File: src/rtl/sd_pkg.sv
// Shared definitions for the SPI-mode SD command and data paths.
package sd_pkg;

    typedef enum logic [1:0] {
        ST_IDLE,
        ST_SEND,
        ST_REARM,
        ST_DONE
    } seq_state_t;

    localparam logic [1:0] SD_START_BITS      = 2'b01;
    localparam logic [7:0] SD_FILL            = 8'hFF;
    localparam logic [6:0] CRC7_POLY          = 7'h09;
    localparam int         R1_IDLE_BIT        = 0;
    localparam int         R1_ILLEGAL_CMD_BIT = 2;

    // Folds one byte, MSB first, into a CRC7 (x^7 + x^3 + 1).
    function automatic logic [6:0] crc7_byte(input logic [6:0] crc_in, input logic [7:0] din);
        logic [6:0] c;
        logic       fb;
        c = crc_in;
        for (int i = 7; i >= 0; i--) begin
            fb = c[6] ^ din[i];
            c  = {c[5:0], 1'b0};
            if (fb) c = c ^ CRC7_POLY;
        end
        return c;
    endfunction

endpackage

File: src/rtl/sd_crc7.sv
// Byte-wide CRC7 accumulator; clr together with en restarts from zero and
// folds din in the same cycle.
module sd_crc7
    import sd_pkg::*;
(
    input  logic       clk,
    input  logic       reset,
    input  logic       clr,
    input  logic       en,
    input  logic [7:0] din,
    output logic [6:0] crc
);

    always_ff @(posedge clk or negedge reset) begin
        if (!reset) begin
            crc <= '0;
        end else if (en) begin
            crc <= crc7_byte(clr ? 7'd0 : crc, din);
        end else if (clr) begin
            crc <= '0;
        end
    end

endmodule

File: src/rtl/sd_cmd_seq.sv
// SD SPI-mode command sequencer: sends a 6-byte command frame through the
// byte engine, then polls with 0xFF until an R1 byte or the poll limit.
module sd_cmd_seq
    import sd_pkg::*;
#(
    parameter int MAX_POLL   = 8,
    parameter int GAP_CYCLES = 2
) (
    input  logic        clk,
    input  logic        reset,
    input  logic        cmd_start,
    input  logic [5:0]  cmd_index,
    input  logic [31:0] cmd_arg,
    output logic        busy,
    output logic        resp_valid,
    output logic [7:0]  resp_r1,
    output logic        timeout,
    output logic [7:0]  spi_datain,
    output logic        spi_en,
    output logic        spi_rst,
    input  logic [7:0]  spi_dataout,
    input  logic        spi_done
);

    seq_state_t  state_q, state_d;
    logic [2:0]  byte_q, byte_d;
    logic [7:0]  poll_q, poll_d;
    logic [7:0]  gap_q, gap_d;
    logic [7:0]  rx_q, rx_d;
    logic [5:0]  idx_q, idx_d;
    logic [31:0] arg_q, arg_d;
    logic [7:0]  datain_q, datain_d;
    logic [7:0]  r1_q, r1_d;
    logic        tmo_q, tmo_d;

    logic        crc_clr, crc_en;
    logic [7:0]  crc_din;
    logic [6:0]  crc;
    logic [2:0]  byte_nxt;
    logic [7:0]  frame_nxt;

    function automatic logic [7:0] frame_byte(input logic [2:0] k, input logic [5:0] idx,
                                              input logic [31:0] arg, input logic [6:0] crc_v);
        case (k)
            3'd0:    return {SD_START_BITS, idx};
            3'd1:    return arg[31:24];
            3'd2:    return arg[23:16];
            3'd3:    return arg[15:8];
            3'd4:    return arg[7:0];
            default: return {crc_v, 1'b1};
        endcase
    endfunction

    sd_crc7 u_crc7 (
        .clk   (clk),
        .reset (reset),
        .clr   (crc_clr),
        .en    (crc_en),
        .din   (crc_din),
        .crc   (crc)
    );

    assign byte_nxt  = byte_q + 3'd1;
    assign frame_nxt = frame_byte(byte_nxt, idx_q, arg_q, crc);

    always_ff @(posedge clk or negedge reset) begin
        if (!reset) begin
            state_q  <= ST_IDLE;
            byte_q   <= '0;
            poll_q   <= '0;
            gap_q    <= '0;
            rx_q     <= SD_FILL;
            idx_q    <= '0;
            arg_q    <= '0;
            datain_q <= SD_FILL;
            r1_q     <= SD_FILL;
            tmo_q    <= 1'b0;
        end else begin
            state_q  <= state_d;
            byte_q   <= byte_d;
            poll_q   <= poll_d;
            gap_q    <= gap_d;
            rx_q     <= rx_d;
            idx_q    <= idx_d;
            arg_q    <= arg_d;
            datain_q <= datain_d;
            r1_q     <= r1_d;
            tmo_q    <= tmo_d;
        end
    end

    // Each frame byte is folded into the CRC on the cycle it is loaded, so the
    // CRC register is complete by the time byte 5 is built from it.
    always_comb begin
        state_d  = state_q;
        byte_d   = byte_q;
        poll_d   = poll_q;
        gap_d    = gap_q;
        rx_d     = rx_q;
        idx_d    = idx_q;
        arg_d    = arg_q;
        datain_d = datain_q;
        r1_d     = r1_q;
        tmo_d    = tmo_q;
        crc_clr  = 1'b0;
        crc_en   = 1'b0;
        crc_din  = '0;

        case (state_q)
            ST_IDLE: begin
                if (cmd_start) begin
                    idx_d    = cmd_index;
                    arg_d    = cmd_arg;
                    byte_d   = '0;
                    poll_d   = '0;
                    datain_d = {SD_START_BITS, cmd_index};
                    crc_clr  = 1'b1;
                    crc_en   = 1'b1;
                    crc_din  = {SD_START_BITS, cmd_index};
                    state_d  = ST_SEND;
                end
            end
            ST_SEND: begin
                if (spi_done) begin
                    rx_d    = spi_dataout;
                    gap_d   = '0;
                    state_d = ST_REARM;
                end
            end
            ST_REARM: begin
                if (gap_q == 8'(GAP_CYCLES - 1)) begin
                    if (byte_q != 3'd5) begin
                        byte_d   = byte_nxt;
                        datain_d = frame_nxt;
                        crc_en   = (byte_nxt != 3'd5);
                        crc_din  = frame_nxt;
                        state_d  = ST_SEND;
                    end else if (poll_q == 8'd0) begin
                        datain_d = SD_FILL;
                        poll_d   = 8'd1;
                        state_d  = ST_SEND;
                    end else if (!rx_q[7]) begin
                        r1_d    = rx_q;
                        tmo_d   = 1'b0;
                        state_d = ST_DONE;
                    end else if (poll_q == 8'(MAX_POLL)) begin
                        r1_d    = SD_FILL;
                        tmo_d   = 1'b1;
                        state_d = ST_DONE;
                    end else begin
                        datain_d = SD_FILL;
                        poll_d   = poll_q + 8'd1;
                        state_d  = ST_SEND;
                    end
                end else begin
                    gap_d = gap_q + 8'd1;
                end
            end
            ST_DONE: begin
                state_d = ST_IDLE;
            end
            default: begin
                state_d = ST_IDLE;
            end
        endcase
    end

    assign busy       = (state_q != ST_IDLE);
    assign resp_valid = (state_q == ST_DONE);
    assign spi_en     = (state_q == ST_SEND);
    assign spi_rst    = (state_q != ST_SEND);
    assign spi_datain = datain_q;
    assign resp_r1    = r1_q;
    assign timeout    = tmo_q;

endmodule

File: config.mk
export PLATFORM = sky130hd
export DESIGN_NAME = sd_cmd_seq
export DESIGN_NICKNAME = d
export VERILOG_FILES = /design/src/rtl/sd_pkg.sv /design/src/rtl/sd_crc7.sv /design/src/rtl/sd_cmd_seq.sv
export SDC_FILE = /design/constraint.sdc
export NUM_CORES = 1
export LEC_CHECK = 0
export ABC_AREA = 1
export BUFFER_PORTS_ARGS = -buffer_cell sky130_fd_sc_hd__buf_2
export CELL_PAD_IN_SITES_DETAIL_PLACEMENT = 1
export CELL_PAD_IN_SITES_GLOBAL_PLACEMENT = 1
export CORE_MARGIN = 2
export CORE_UTILIZATION = 25
export CTS_CLUSTER_DIAMETER = 150
export CTS_CLUSTER_SIZE = 20
export DETAILED_ROUTE_END_ITERATION = 10
export GPL_TIMING_DRIVEN = 0
export PLACE_DENSITY_LB_ADDON = 0.1
export SKIP_CTS_REPAIR_TIMING = 1
export SLEW_MARGIN = 30
export SYNTH_ARGS = -nofsm -noshare
export SYNTH_HDL_FRONTEND = slang
export SYNTH_HIERARCHICAL = 1
export SYNTH_SLANG_ARGS = --single-unit
File: constraint.sdc
create_clock -name clk -period 3.55 [get_ports clk]
set_clock_uncertainty 0.15 [all_clocks]
set_input_delay 0.71 -clock clk [delete_from_list [all_inputs] [get_ports clk]]
set_output_delay 0.71 -clock clk [all_outputs]
set_load 0.03 [all_outputs]
# [Word level (Yosys, flattened, before mapping)]
# Cells that the tools add are included.
# W data, S select, Z words.
[totals] ff_bits=91 output_inout_bits=21 elab_cells=129
[op_classes] add_sub_neg=3 n_eq_ne=23 mux=60 bitwise=18 n_reduce_logical=14
[op_table] cell="$mux W8" n=18
[op_table] cell="$mux W7" n=10
[op_table] cell="$pmux W8 S2" n=4
[op_table] cell="$pmux W8 S5" n=1
[op_table] cell="$mux W4" n=8
[op_table] cell="$add A8 B1 Y8 const B" n=2
[op_table] cell="$not A2 Y2" n=8
[op_table] cell="$mux W2" n=7
[op_table] cell="$ne A3 B3 Y1 const B" n=4
[op_table] cell="$ne A2 B2 Y1 const B" n=5
[op_table] cell="$reduce_and A5 Y1" n=2
[op_table] cell="$mux W3" n=3
[op_table] cell="$eq A8 B1 Y1 const B" n=1
[op_table] cell="$eq A8 B4 Y1 const B" n=1
[op_table] cell="$logic_not A8 Y1" n=1
[op_table] cell="$ne A4 B4 Y1 const B" n=2
[op_table] cell="$pmux W2 S4" n=1
[op_table] cell="$xor A1 B1 Y1" n=8
[op_table] cell="$eq A3 B2 Y1 const B" n=2
[op_table] cell="$mux W1" n=6
[op_table] cell="$ne A2 B1 Y1 const B" n=3
[op_table] cell="$pmux W3 S2" n=1
[op_table] cell="$reduce_and A3 Y1" n=2
[op_table] cell="$reduce_and A6 Y1" n=1
[op_table] cell="12 further kinds" n=17

# [Depth between registers and ports, before layout]
[logic_depth] word_depth=30 ltp_mapped=20 mapped_depth_nobuf=19

# [Hierarchy]
# Netlist, hierarchy kept.
[by_module_without_submodules] mod="sd_cmd_seq" n_inst=1 cells_per_inst=579 area_each_um2=4355.4 seq_area_each_um2=2132.0
[by_module_without_submodules] mod="sd_crc7" n_inst=1 cells_per_inst=98 area_each_um2=606.8 seq_area_each_um2=175.2

# [Least setup slack after synthesis]
# Ideal clock, no wire load.
[synth_path] kind="register -> register" startpoint="reg byte_q[1]" endpoint="reg u_crc7.crc[5]" t_arrival_ps=2230 t_required_ps=3284 setup_slack_ps=1054 stages_incl_launch_ff=15 n_path_buf=1 synth_period_minus_slack_ps=2496 cell_sequence="dfrtp_1 -> inv_1 -> ha_1 -> buf_2 -> nand2_1 -> inv_1 -> nor2_2 -> nand2_1 -> o21ai_0 -> xor2_2 -> nand2_1 -> nand2_1 -> nand2_1 -> nand2_1 -> nand2_1"
[synth_via] elab_cells_between_ends=31
[synth_lines] item="start, declared" line="sd_cmd_seq.sv:26" text="logic [2:0] byte_q, byte_d;"
[synth_lines] item="start signal, assigned" line="sd_cmd_seq.sv:80" text="byte_q <= byte_d;"
[synth_lines] item="$add A3 B1 Y3" line="sd_cmd_seq.sv:63" text="assign byte_nxt = byte_q + 3'd1;"
[synth_lines] item="$eq A3 B3 Y1 (tied with other cells)" line="sd_cmd_seq.sv:44" text="case (k)"
[synth_lines] item="$pmux W8 S5" line="sd_cmd_seq.sv:44"
[synth_lines] item="$mux W8 (*)" line="sd_cmd_seq.sv:132" text="if (byte_q != 3'd5) begin"
[synth_lines] item="$mux W8 (*)" line="sd_cmd_seq.sv:131" text="if (gap_q == 8'(GAP_CYCLES - 1)) begin"
[synth_lines] item="$pmux W8 S2 (*)" line="sd_cmd_seq.sv:109" text="case (state_q)"
[synth_lines] item="net crc_din[2]" line="sd_cmd_seq.sv:37" text="logic [7:0] crc_din;"
[synth_lines] item="$xor A1 B1 Y1 (*)" line="sd_pkg.sv:23" text="fb = c[6] ^ din[i];"
[synth_lines] item="$mux W4 (*)" line="sd_pkg.sv:25" text="if (fb) c = c ^ CRC7_POLY;"
[synth_lines] item="$mux W7 (*) (3 in series)" line="sd_crc7.sv:17" text="end else if (en) begin"
[synth_lines] item="end signal, assigned" line="sd_crc7.sv:18" text="crc <= crc7_byte(clr ? 7'd0 : crc, din);"
[synth_lines] item="end, declared" line="sd_crc7.sv:11" text="output logic [6:0] crc"
# Mark *: on every way through the listed nets, which the timed path passes. The rest lies on a longest branch. The select of a mux whose other input is x is not followed.
# A chain may end at the register's enable or synchronous reset.

# [Worst setup path in the final report]
[layout_path] startpoint="reg byte_q[1]" endpoint="reg u_crc7.crc[6]"
[layout_via] elab_cells_between_ends=32
[layout_lines] item="$add A3 B1 Y3" line="sd_cmd_seq.sv:63"
[layout_lines] item="$eq A3 B3 Y1 (tied with other cells)" line="sd_cmd_seq.sv:44"
[layout_lines] item="$pmux W8 S5" line="sd_cmd_seq.sv:44"
[layout_lines] item="$mux W8 (*)" line="sd_cmd_seq.sv:132"
[layout_lines] item="$mux W8 (*)" line="sd_cmd_seq.sv:131"
[layout_lines] item="$pmux W8 S2 (*)" line="sd_cmd_seq.sv:109"
[layout_lines] item="net crc_din[3]" line="sd_cmd_seq.sv:37"
[layout_lines] item="$xor A1 B1 Y1 (*)" line="sd_pkg.sv:23"
[layout_lines] item="$mux W4 (*)" line="sd_pkg.sv:25"
[layout_lines] item="$mux W7 (*) (4 in series)" line="sd_crc7.sv:17"
# Marks and branches as above.

==> flow_metrics.py <==
metrics = {
    "worst_setup_path": {
        "worstSetupStartpointType": "flop",
        "arrival_ns": 3.16,
        "r2r_cells": 16,
        "worstPathRequired_ns": 3.67,
        "end_kind": "flop",
        "timing.rr.end": "u_crc7/crc[6]",
        "cp_max_fo": 9,
        "critPathKind": "reg -> reg",
        "regToRegSetupSlack_ns": 0.51,
        "r2r_start": "byte_q[1]",
    },
    "sta": {
        "maxSlewViolCount": 0,
        "max_freq_ghz": 0.329,
        "finalSetupViolCount": 0,
        "hold_violations": 0,
        "grt_setup_unrepaired": "no",
        "fin_setup_tns_ns": 0,
        "worst_pin_slew_ns": 0.563,
        "timing.final.crit_share_pct": 85.6,
        "period_minus_slack_ns": 3.04,
        "maxSlewHeadroom_pct": 62.4,
        "hold-worst-slack_ns": 0.123,
        "worst_slack_ns": 0.513,
    },
    "die": {
        "die_x_microns": 145,
        "fp.dieH_microns": 145,
        "die-area_sq_um": 21000,
        "core_area_sq_um": 19500,
        "rows": 51,
        "start_util_pct": 25.5,
        "io_pins": 71,
    },
    "synthesis": {
        "ys_types": 33,
        "syn_area_sq_um": 4960,
        "yosysSeqAreaShare_pct": 46.5,
        "ys_warn_count": 6,
        "synthCells": 677,
        "syn_area_per_cell_sq_um": 7.33,
        "synth_area_leaders": "dfrtp_1, nand2_1, dfstp_2",
        "synth_top_area_share_pct": 33.8,
        "synth_nets": 736,
        "yosysTopAreaCell": "dfrtp_1",
        "ys_ff_latch": 91,
    },
    "place": {
        "dp_hpwl_microns": 11900,
        "dpl_cell_area_sq_um": 5680,
        "pre_cts_ws_ns": 0.431,
        "place.gp.congestion": 0.776,
        "port_buffers": 70,
    },
    "final_layout": {
        "insertedDiodeCount": 0,
        "fin_util_pct": 30.7,
        "layout.nets": 818,
        "area_growth_pct": 20.3,
        "layout_common_cells": "nand2_1, buf_2, dfrtp_1",
        "layout_commonest_cell": "nand2_1",
        "drive_gt1_share_pct": 18.7,
        "fin_area_sq_um": 5970,
    },
    "routing": {
        "firstDrtPassIters": 4,
        "drc": 0,
        "num_vias": 4555,
        "wl_per_cell_microns": 15.0,
        "drtIter0Drc": 144,
        "via_per_inst": 4.43,
        "final_antenna_net_count": 0,
        "drt-total-wl_microns": 15400,
    },
    "clock_tree": {
        "cts_root_buffer": "clkbuf_16",
        "cts_num_sinks": 91,
        "numCtsBuffers": 9,
        "cts_tree": "built",
        "clkLatencyLatePin_ns": 0.35,
        "cts_max_level": 3,
        "clkTransAtPathRegs_ns": 0.07,
        "cts_buffer_depth": 2,
    },
    "pwr": {
        "pwr_density_cell_nw_per_um2": 789,
        "leakage_nw": 3.12,
        "ir_worst_vdd_uv": 258,
    },
    "run_status": {
        "outcome": "finished clean",
    },
    "grt": {
        "grt_max_degree": 53,
        "gr-total-overflow": 0,
        "grtUsageTotal_pct": 15.6,
        "antenna_found_initial": 0,
        "grt_pass1_vias": 4819,
        "grt_pass1_wl_microns": 25300,
    },
    "worst_hold_path": {
        "min_path_type": "in -> async",
    },
    "run": {
        "drv_cap": 0,
    },
}
-- sequential cells by signal, summed over array words and instances (netlist names) --
name	flops
resp_r1	8
idx_q	6
timeout	1
spi_datain	8
arg_q	32
state_q	2
poll_q	8
byte_q	3
gap_q	8
u_crc7/crc	7
rx_q	8
-- area by class of cell --
type | count | area [sq um]
fillers | 2435 | 13500
multi-input cells | 513 | 2360
flip-flops and latches | 91 | 2310
repair buffers | 71 | 384
well taps | 265 | 332
clock buffers | 13 | 272
inverters | 51 | 191
plain buffers | 22 | 108
clock inverters | 3 | 20.0
-- kinds of logic (layout without fill, tap and decap cells) --
family	count (synthesis)	in the layout	share of synthesized area, %
AO/OA/AOI/OAI	51	51	5.29
adder cells (fa/ha/maj)	9	9	2.27
flip-flops	91	91	46.5
XOR/XNOR	12	12	2.27
buffers and inverters	73	160	6.03
AND/OR/NAND/NOR	441	441	37.6
-- cell usage after synthesis --
cell type,number
nand3_2,1
nor2_2,1
xor2_2,1
dfrtp_1,67
nand4_1,12
or2_0,2
or2_2,4
nor2_4,2
nand3b_1,1
inv_1,47
buf_1,3
nor2_1,41
nor3_1,4
inv_2,3
clkbuf_1,9
ha_1,9
nand2_2,8
o22ai_1,4
nand2_1,298
a31oi_1,2
xor2_1,9
a21oi_1,6
o21ai_1,3
o21ai_0,36
dfstp_2,24
nand3_1,60
or2_1,1
nor3b_1,2
nand2_4,4
xnor2_1,2
clkinv_1,1
buf_2,8
buf_6,2
-- power by group --
group | total, W | switching, W | leakage, nW | internal, W
clock network | 0.000956 | 0.000418 | 0.145 | 0.000538
logic | 0.00197 | 0.00136 | 1.86 | 0.000607
registers | 0.00179 | 0.000299 | 1.11 | 0.00149
total | 0.00471 | 0.00208 | 3.12 | 0.00263
-- critical path, stage by stage (launching register included) --
cell	delay [ns]
dfrtp_1	0.42
inv_1	0.10
ha_1	0.18
buf_2	0.18
nand2_1	0.18
inv_1	0.07
nor2_2	0.33
nand2_1	0.26
o21ai_0	0.41
inv_1	0.11
nand3_1	0.11
nand2_1	0.05
nand2_1	0.10
nand2_1	0.09
nand2_1	0.07
nand3_1	0.06
o21ai_1	0.08
-- routing by layer --
metal  vias to the layer above  wire, microns  global-route usage (%)
met5                         -              0                       0
met4                         0            184                    3.58
met3                        12            439                    2.73
met2                        56           7690                    27.5
met1                      2193           7080                    20.0
li1                       2294              -                       -
-- stage by stage --
stage                     total power [W]  cells
final                             0.00471   1029
after global placement            0.00376   1012
after CTS                         0.00481   1029
after floorplan                   0.00311    677
after global routing              0.00515   1029
after detailed placement          0.00382   1013
-- how the worst max path moves through the flow --
stage               startpoint       endpoint
floorplan            byte_q[1]  u_crc7/crc[5]
global placement     byte_q[1]  u_crc7/crc[6]
detailed placement   byte_q[1]  u_crc7/crc[6]
CTS                  byte_q[1]  u_crc7/crc[6]
global route         byte_q[1]  u_crc7/crc[6]
finish               byte_q[1]  u_crc7/crc[6]
No activity file was read; power rests on OpenSTA's default activity.
